**src/rtl/rom_arb_pkg.sv**
```systemverilog
// Shared types for the two-master boot/program ROM read arbiter.
package rom_arb_pkg;

  typedef enum logic {
    IDLE  = 1'b0,
    BURST = 1'b1
  } state_t;

  typedef logic mst_idx_t;

  localparam logic [1:0] RRESP_OKAY = 2'b00;

endpackage

```
**src/rtl/rom_rr_arbiter.sv**
```systemverilog
// Two-way round-robin grant; the pointer moves away from the master just served.
module rom_rr_arbiter
  import rom_arb_pkg::*;
(
  input  logic     ACLK,
  input  logic     ARESET,
  input  logic [1:0] req,
  input  logic     advance,
  input  mst_idx_t served,
  output mst_idx_t grant
);

  mst_idx_t ptr_q;

  always_ff @(posedge ACLK or posedge ARESET) begin
    if (ARESET) begin
      ptr_q <= 1'b0;
    end else if (advance) begin
      ptr_q <= ~served;
    end
  end

  always_comb begin
    grant = ptr_q;
    if (req == 2'b01) begin
      grant = 1'b0;
    end else if (req == 2'b10) begin
      grant = 1'b1;
    end
  end

endmodule

```
**src/rtl/rom_read_arbiter.sv**
```systemverilog
// Shares one single-port ROM between two AXI read masters, round-robin per burst,
// issuing one ROM word read per cycle while the granted master keeps up.
module rom_read_arbiter
  import rom_arb_pkg::*;
#(
  parameter int ADDR_W = 12,
  parameter int DATA_W = 32,
  parameter int ID_W   = 8,
  parameter int LEN_W  = 4
) (
  input  logic              ACLK,
  input  logic              ARESET,
  input  logic [ID_W-1:0]   ARID_M0,
  input  logic [31:0]       ARADDR_M0,
  input  logic [LEN_W-1:0]  ARLEN_M0,
  input  logic              ARVALID_M0,
  output logic              ARREADY_M0,
  output logic [ID_W-1:0]   RID_M0,
  output logic [DATA_W-1:0] RDATA_M0,
  output logic [1:0]        RRESP_M0,
  output logic              RLAST_M0,
  output logic              RVALID_M0,
  input  logic              RREADY_M0,
  input  logic [ID_W-1:0]   ARID_M1,
  input  logic [31:0]       ARADDR_M1,
  input  logic [LEN_W-1:0]  ARLEN_M1,
  input  logic              ARVALID_M1,
  output logic              ARREADY_M1,
  output logic [ID_W-1:0]   RID_M1,
  output logic [DATA_W-1:0] RDATA_M1,
  output logic [1:0]        RRESP_M1,
  output logic              RLAST_M1,
  output logic              RVALID_M1,
  input  logic              RREADY_M1,
  input  logic [DATA_W-1:0] ROM_out,
  output logic              ROM_enable,
  output logic              ROM_read,
  output logic [ADDR_W-1:0] ROM_address
);

  state_t            state;
  mst_idx_t          gnt_q;
  mst_idx_t          gnt_c;
  logic [ID_W-1:0]   id_q;
  logic [ADDR_W-1:0] addr_q;
  logic [LEN_W-1:0]  len_q;
  logic [LEN_W:0]    issued_q;
  logic              rvalid_q;
  logic              rlast_q;
  logic              fresh_q;
  logic [DATA_W-1:0] hold_q;

  logic              rready_g;
  logic              accept;
  logic              burst_issue;
  logic              issue;
  logic              done;
  logic [ADDR_W-1:0] ar_addr;
  logic [LEN_W-1:0]  ar_len;
  logic [ID_W-1:0]   ar_id;
  logic [ADDR_W-1:0] issue_addr;
  logic [DATA_W-1:0] rdata_c;
  logic              addr_unused;

  assign addr_unused = ^{ARADDR_M0[31:ADDR_W+2], ARADDR_M0[1:0],
                         ARADDR_M1[31:ADDR_W+2], ARADDR_M1[1:0]};

  rom_rr_arbiter u_rr (
    .ACLK    (ACLK),
    .ARESET  (ARESET),
    .req     ({ARVALID_M1, ARVALID_M0}),
    .advance (done),
    .served  (gnt_q),
    .grant   (gnt_c)
  );

  assign rready_g    = gnt_q ? RREADY_M1 : RREADY_M0;
  assign ar_addr     = gnt_c ? ARADDR_M1[ADDR_W+1:2] : ARADDR_M0[ADDR_W+1:2];
  assign ar_len      = gnt_c ? ARLEN_M1 : ARLEN_M0;
  assign ar_id       = gnt_c ? ARID_M1 : ARID_M0;
  assign accept      = (state == IDLE) && (ARVALID_M0 || ARVALID_M1) && !ARESET;
  assign burst_issue = (state == BURST) && (issued_q <= {1'b0, len_q}) &&
                       (!rvalid_q || rready_g) && !ARESET;
  assign issue       = accept || burst_issue;
  assign done        = (state == BURST) && rvalid_q && rlast_q && rready_g;
  assign issue_addr  = accept ? ar_addr : addr_q + ADDR_W'(1);

  assign ROM_enable  = issue;
  assign ROM_read    = issue;
  assign ROM_address = issue ? issue_addr : '0;
  assign ARREADY_M0  = accept && (gnt_c == 1'b0);
  assign ARREADY_M1  = accept && (gnt_c == 1'b1);

  // ROM_out is only valid right after a read; later stall cycles replay the copy
  assign rdata_c = fresh_q ? ROM_out : hold_q;

  always_comb begin
    RVALID_M0 = rvalid_q && (gnt_q == 1'b0);
    RVALID_M1 = rvalid_q && (gnt_q == 1'b1);
    RLAST_M0  = rlast_q && (gnt_q == 1'b0);
    RLAST_M1  = rlast_q && (gnt_q == 1'b1);
    RDATA_M0  = (gnt_q == 1'b0) ? rdata_c : '0;
    RDATA_M1  = (gnt_q == 1'b1) ? rdata_c : '0;
    RID_M0    = (gnt_q == 1'b0) ? id_q : '0;
    RID_M1    = (gnt_q == 1'b1) ? id_q : '0;
    RRESP_M0  = RRESP_OKAY;
    RRESP_M1  = RRESP_OKAY;
  end

  always_ff @(posedge ACLK or posedge ARESET) begin
    if (ARESET) begin
      state    <= IDLE;
      gnt_q    <= 1'b0;
      id_q     <= '0;
      addr_q   <= '0;
      len_q    <= '0;
      issued_q <= '0;
      rvalid_q <= 1'b0;
      rlast_q  <= 1'b0;
      fresh_q  <= 1'b0;
      hold_q   <= '0;
    end else begin
      fresh_q <= issue;
      if (fresh_q) begin
        hold_q <= ROM_out;
      end
      case (state)
        IDLE: begin
          if (accept) begin
            state    <= BURST;
            gnt_q    <= gnt_c;
            id_q     <= ar_id;
            len_q    <= ar_len;
            addr_q   <= ar_addr;
            issued_q <= (LEN_W+1)'(1);
            rvalid_q <= 1'b1;
            rlast_q  <= (ar_len == '0);
          end
        end
        BURST: begin
          if (burst_issue) begin
            addr_q   <= issue_addr;
            issued_q <= issued_q + (LEN_W+1)'(1);
            rvalid_q <= 1'b1;
            rlast_q  <= (issued_q == {1'b0, len_q});
          end else if (rvalid_q && rready_g) begin
            rvalid_q <= 1'b0;
            rlast_q  <= 1'b0;
            if (rlast_q) begin
              state <= IDLE;
            end
          end
        end
        default: state <= IDLE;
      endcase
    end
  end

endmodule

```
**config.mk**
```make
export PLATFORM = sky130hd
export DESIGN_NAME = rom_read_arbiter
export DESIGN_NICKNAME = d
export VERILOG_FILES = /design/src/rtl/rom_arb_pkg.sv /design/src/rtl/rom_rr_arbiter.sv /design/src/rtl/rom_read_arbiter.sv
export SDC_FILE = /design/constraint.sdc
export NUM_CORES = 1
export LEC_CHECK = 0
export ABC_AREA = 1
export CAP_MARGIN = 15
export CORE_MARGIN = 2
export CORE_UTILIZATION = 39
export DETAILED_ROUTE_END_ITERATION = 16
export PLACE_DENSITY = 0.82
export SYNTH_ARGS = -nofsm -noshare
export SYNTH_HDL_FRONTEND = slang
export SYNTH_SLANG_ARGS = --single-unit
```
**constraint.sdc**
```tcl
create_clock -name ACLK -period 2.9 [get_ports ACLK]
set_input_delay 0.725 -clock ACLK [delete_from_list [all_inputs] [get_ports ACLK]]
set_output_delay 0.725 -clock ACLK [all_outputs]
set_load 0.005 [all_outputs]
```
==> reports/qor.txt, run 1 <==
status: finished clean
vias: 4509
R2R setup slack: 0.91 ns
Worst Setup SP: ARVALID_M0
reg2reg start: issued_q[3]
largest net degree at the start of global routing: 65
initial antenna violation count: 1
WP data arrival: 2.15 ns
DRC: 0
Area after DPL: 6280 um^2
Finished Cell Area: 6710 um^2
detailed-route wire length: 12.4 mm
Worst Setup End Kind: primary output
HPWL Detailed: 9.14 mm
Static Leak: 3.41 nW
Port Buffers: 185
area taken by multi-input logic gates: 1880 um^2
pwr dens: 973 nW/um^2
Fillers: 820
Clock Tree Root: clkbuf_8
Longest Clk Path Bufs: 2
Seq/Total Area, Yosys: 41.3%
critical path class: in -> out
register bit total from synthesis: 67
die extent in y: 106 um
Final TNS setup: 0 ns
Slew @ Worst Pin: 0.525 ns
min Tclk post-route: 2.88 ns
post-synth cell types: 30
CTS tree: yes
Hold Path Depth: 2
CP max FO: 3
final hold vios: 0
vias in the first global route: 4314
num ports: 230
Startpoint Class: primary input
Worst R2R Path Depth: 13
Synth Warn #: 0
Max Slew Vio Count: 0
worst path required time: 2.17 ns
Rel. slew slack: 65.0%
Detail Route Antenna Nets: 0
Min-Delay Path Class: reg -> reg
die width: 106 um
Total Nets Final: 958
Netlist Area Pre-Place: 4060 um^2
Starting DRT DRC Count: 306
Area growth syn-to-layout: 65.6%
Wirelength per Cell: 12.8 um
VDD IR max: 0.000451 V
routability cong.: 0.863
core area: 10200 um^2
Max Freq: 347 MHz
syn_area_per_cell: 6.76 um^2
CTS hold repair buffers: 0
RSZ-0062 raised after global routing: yes
Skew-Pair Late Insertion Delay: 0.34 ns
Clock transition at path regs: 0.06 ns
Seq. cell area: 1680 um^2
final worst-path cycle share: 99.3%
maxcap violations: 0
cell count after synthesis: 600
global route total overflow: 0
GRT Total Usage: 21.6%
H-tree depth: 3
TritonRoute pass-1 iters: 7
Critical Path End: ROM_address[0]
die area: 11200 um^2
initial cell density of the core: 39.6%
CTS buffer count: 9
Num Clock Sinks: 67
FF-to-FF End: addr_q[9]
vias per cell: 4.66
num rows: 37
global-route wire length before repair: 19.6 mm
share of layout cells above drive strength 1: 16.0%
final setup fails: 0
commonest cells after routing, fill and taps aside: 163 x clkdlybuf4s50_1, 142 x nand2_1, 115 x inv_1
Clock Skew: 0.0132 ns
commonest non-fill, non-tap cell in the layout: clkdlybuf4s50_1
-- per-stage QoR --
stage	instances	utilization [%]	hold slack, ns	setup WS [ns]	power (mW)
2_1_floorplan	603	-	0.459	0.492	3.35
3_3_place_gp	933	61.4	0.484	-0.580	5.40
3_5_place_dp	933	61.4	0.489	-0.601	5.53
4_1_cts	960	65.0	0.508	-0.0437	6.47
5_1_grt	968	65.6	0.545	-0.0576	7.06
6_report	968	65.6	0.506	0.0216	6.53
-- routing by layer --
| metal | global-route usage, % | routed length, um | up-vias | share of wire, % |
|---|---|---|---|---|
| li1 | - | - | 2239 | - |
| met1 | 25.7 | 4910 | 2061 | 40 |
| met2 | 38.1 | 6430 | 184 | 52 |
| met3 | 3.74 | 790 | 25 | 6.4 |
| met4 | 9.96 | 286 | 0 | 2.3 |
| met5 | 0 | 0 | - | 0 |
-- what timing repair did --
item / 4_1_cts / 5_1_grt
pin swaps: 15 / 18
buffers inserted: 10 / 8
endpoints found under the setup margin: 16 / 19
resized for setup: 68 / 28
gates cloned: 1 / 0
-- logic make-up (layout without fill, tap and decap cells) --
family | count (synthesis) | after routing | share of synthesized area, %
AND/OR/NAND/NOR | 284 | 284 | 28.4
buffers and inverters | 159 | 387 | 16.1
AO/OA/AOI/OAI | 75 | 75 | 10.5
flip-flops | 67 | 67 | 41.3
XOR/XNOR | 8 | 8 | 1.73
adder cells (fa/ha/maj) | 6 | 6 | 1.85
other | 1 | 5 | 0.0925
-- final cells by class --
| class | instances | share of cell area [%] |
|---|---|---|
| clock buffers | 14 | 2.42 |
| inverters | 128 | 7.23 |
| clock inverters | 2 | 0.149 |
| repair buffers | 243 | 34.6 |
| multi-input cells | 377 | 28.0 |
| flip-flops and latches | 67 | 25.0 |
| well taps | 136 | 2.53 |
| diodes | 1 | 0.0373 |
-- synthesized netlist by cell type (all sizes together) --
master | n | area share [%]
nor3 | 3 | 0.37
clkbuf | 17 | 1.6
dfrtp | 67 | 41
nand2 | 159 | 16
xnor2 | 2 | 0.43
or2 | 7 | 1.1
o31ai | 1 | 0.19
inv | 127 | 12
o211ai | 16 | 3.0
nor2 | 92 | 8.5
clkinv | 1 | 0.092
buf | 14 | 2.6
ha | 6 | 1.9
nand3 | 20 | 2.5
xor2 | 6 | 1.3
conb | 1 | 0.092
nand4 | 3 | 0.46
a21oi | 6 | 0.74
o21ai | 52 | 6.6
-- state kept, by name, summed over array words and instances (netlist names) --
register,count
hold_q,32
id_q,8
addr_q,12
state,1
rvalid_q,1
gnt_q,1
fresh_q,1
u_rr.ptr_q,1
rlast_q,1
len_q,4
issued_q,5
-- power breakdown --
group / switching [mW] / internal [mW] / total [mW]
Clock: 0.342 / 0.356 / 0.697
Sequential: 0.223 / 1.36 / 1.58
Combinational: 1.99 / 2.27 / 4.26
Total: 2.55 / 3.98 / 6.53
-- how the worst min path moves through the flow --
| stage | endpoint | slack (ns) | start |
|---|---|---|---|
| after global routing | addr_q[11] | 0.54 | addr_q[11] |
| after CTS | addr_q[11] | 0.51 | addr_q[11] |
| after global placement | len_q[0] | 0.48 | len_q[0] |
| final | hold_q[12] | 0.51 | hold_q[12] |
| after detailed placement | addr_q[11] | 0.49 | addr_q[11] |
| after floorplan | len_q[0] | 0.46 | len_q[0] |
-- critical path: stages --
cell and delay (ns):
dlygate4sd2_1 0.23, nor2_1 0.06, nor2_2 0.19, nand2_4 0.09, buf_4 0.14, buf_4 0.15
nand2_8 0.08, buf_6 0.13, buf_6 0.11, inv_4 0.03, a21oi_2 0.09, buf_2 0.12
Power figures use the tool's default switching activity.
==> run 2: changes to the inputs <==
ABC_CLOCK_PERIOD_IN_PS = 2900   (was unset)
==> results of run 2 <==
Same layout as run 1: the final DEF is identical, and so are final timing and power.
==> run 3: changes to the inputs <==
GPL_ROUTABILITY_DRIVEN = 0   (was unset)
==> results of run 3 <==
Same layout as run 1: the final DEF is identical, and so are final timing and power.
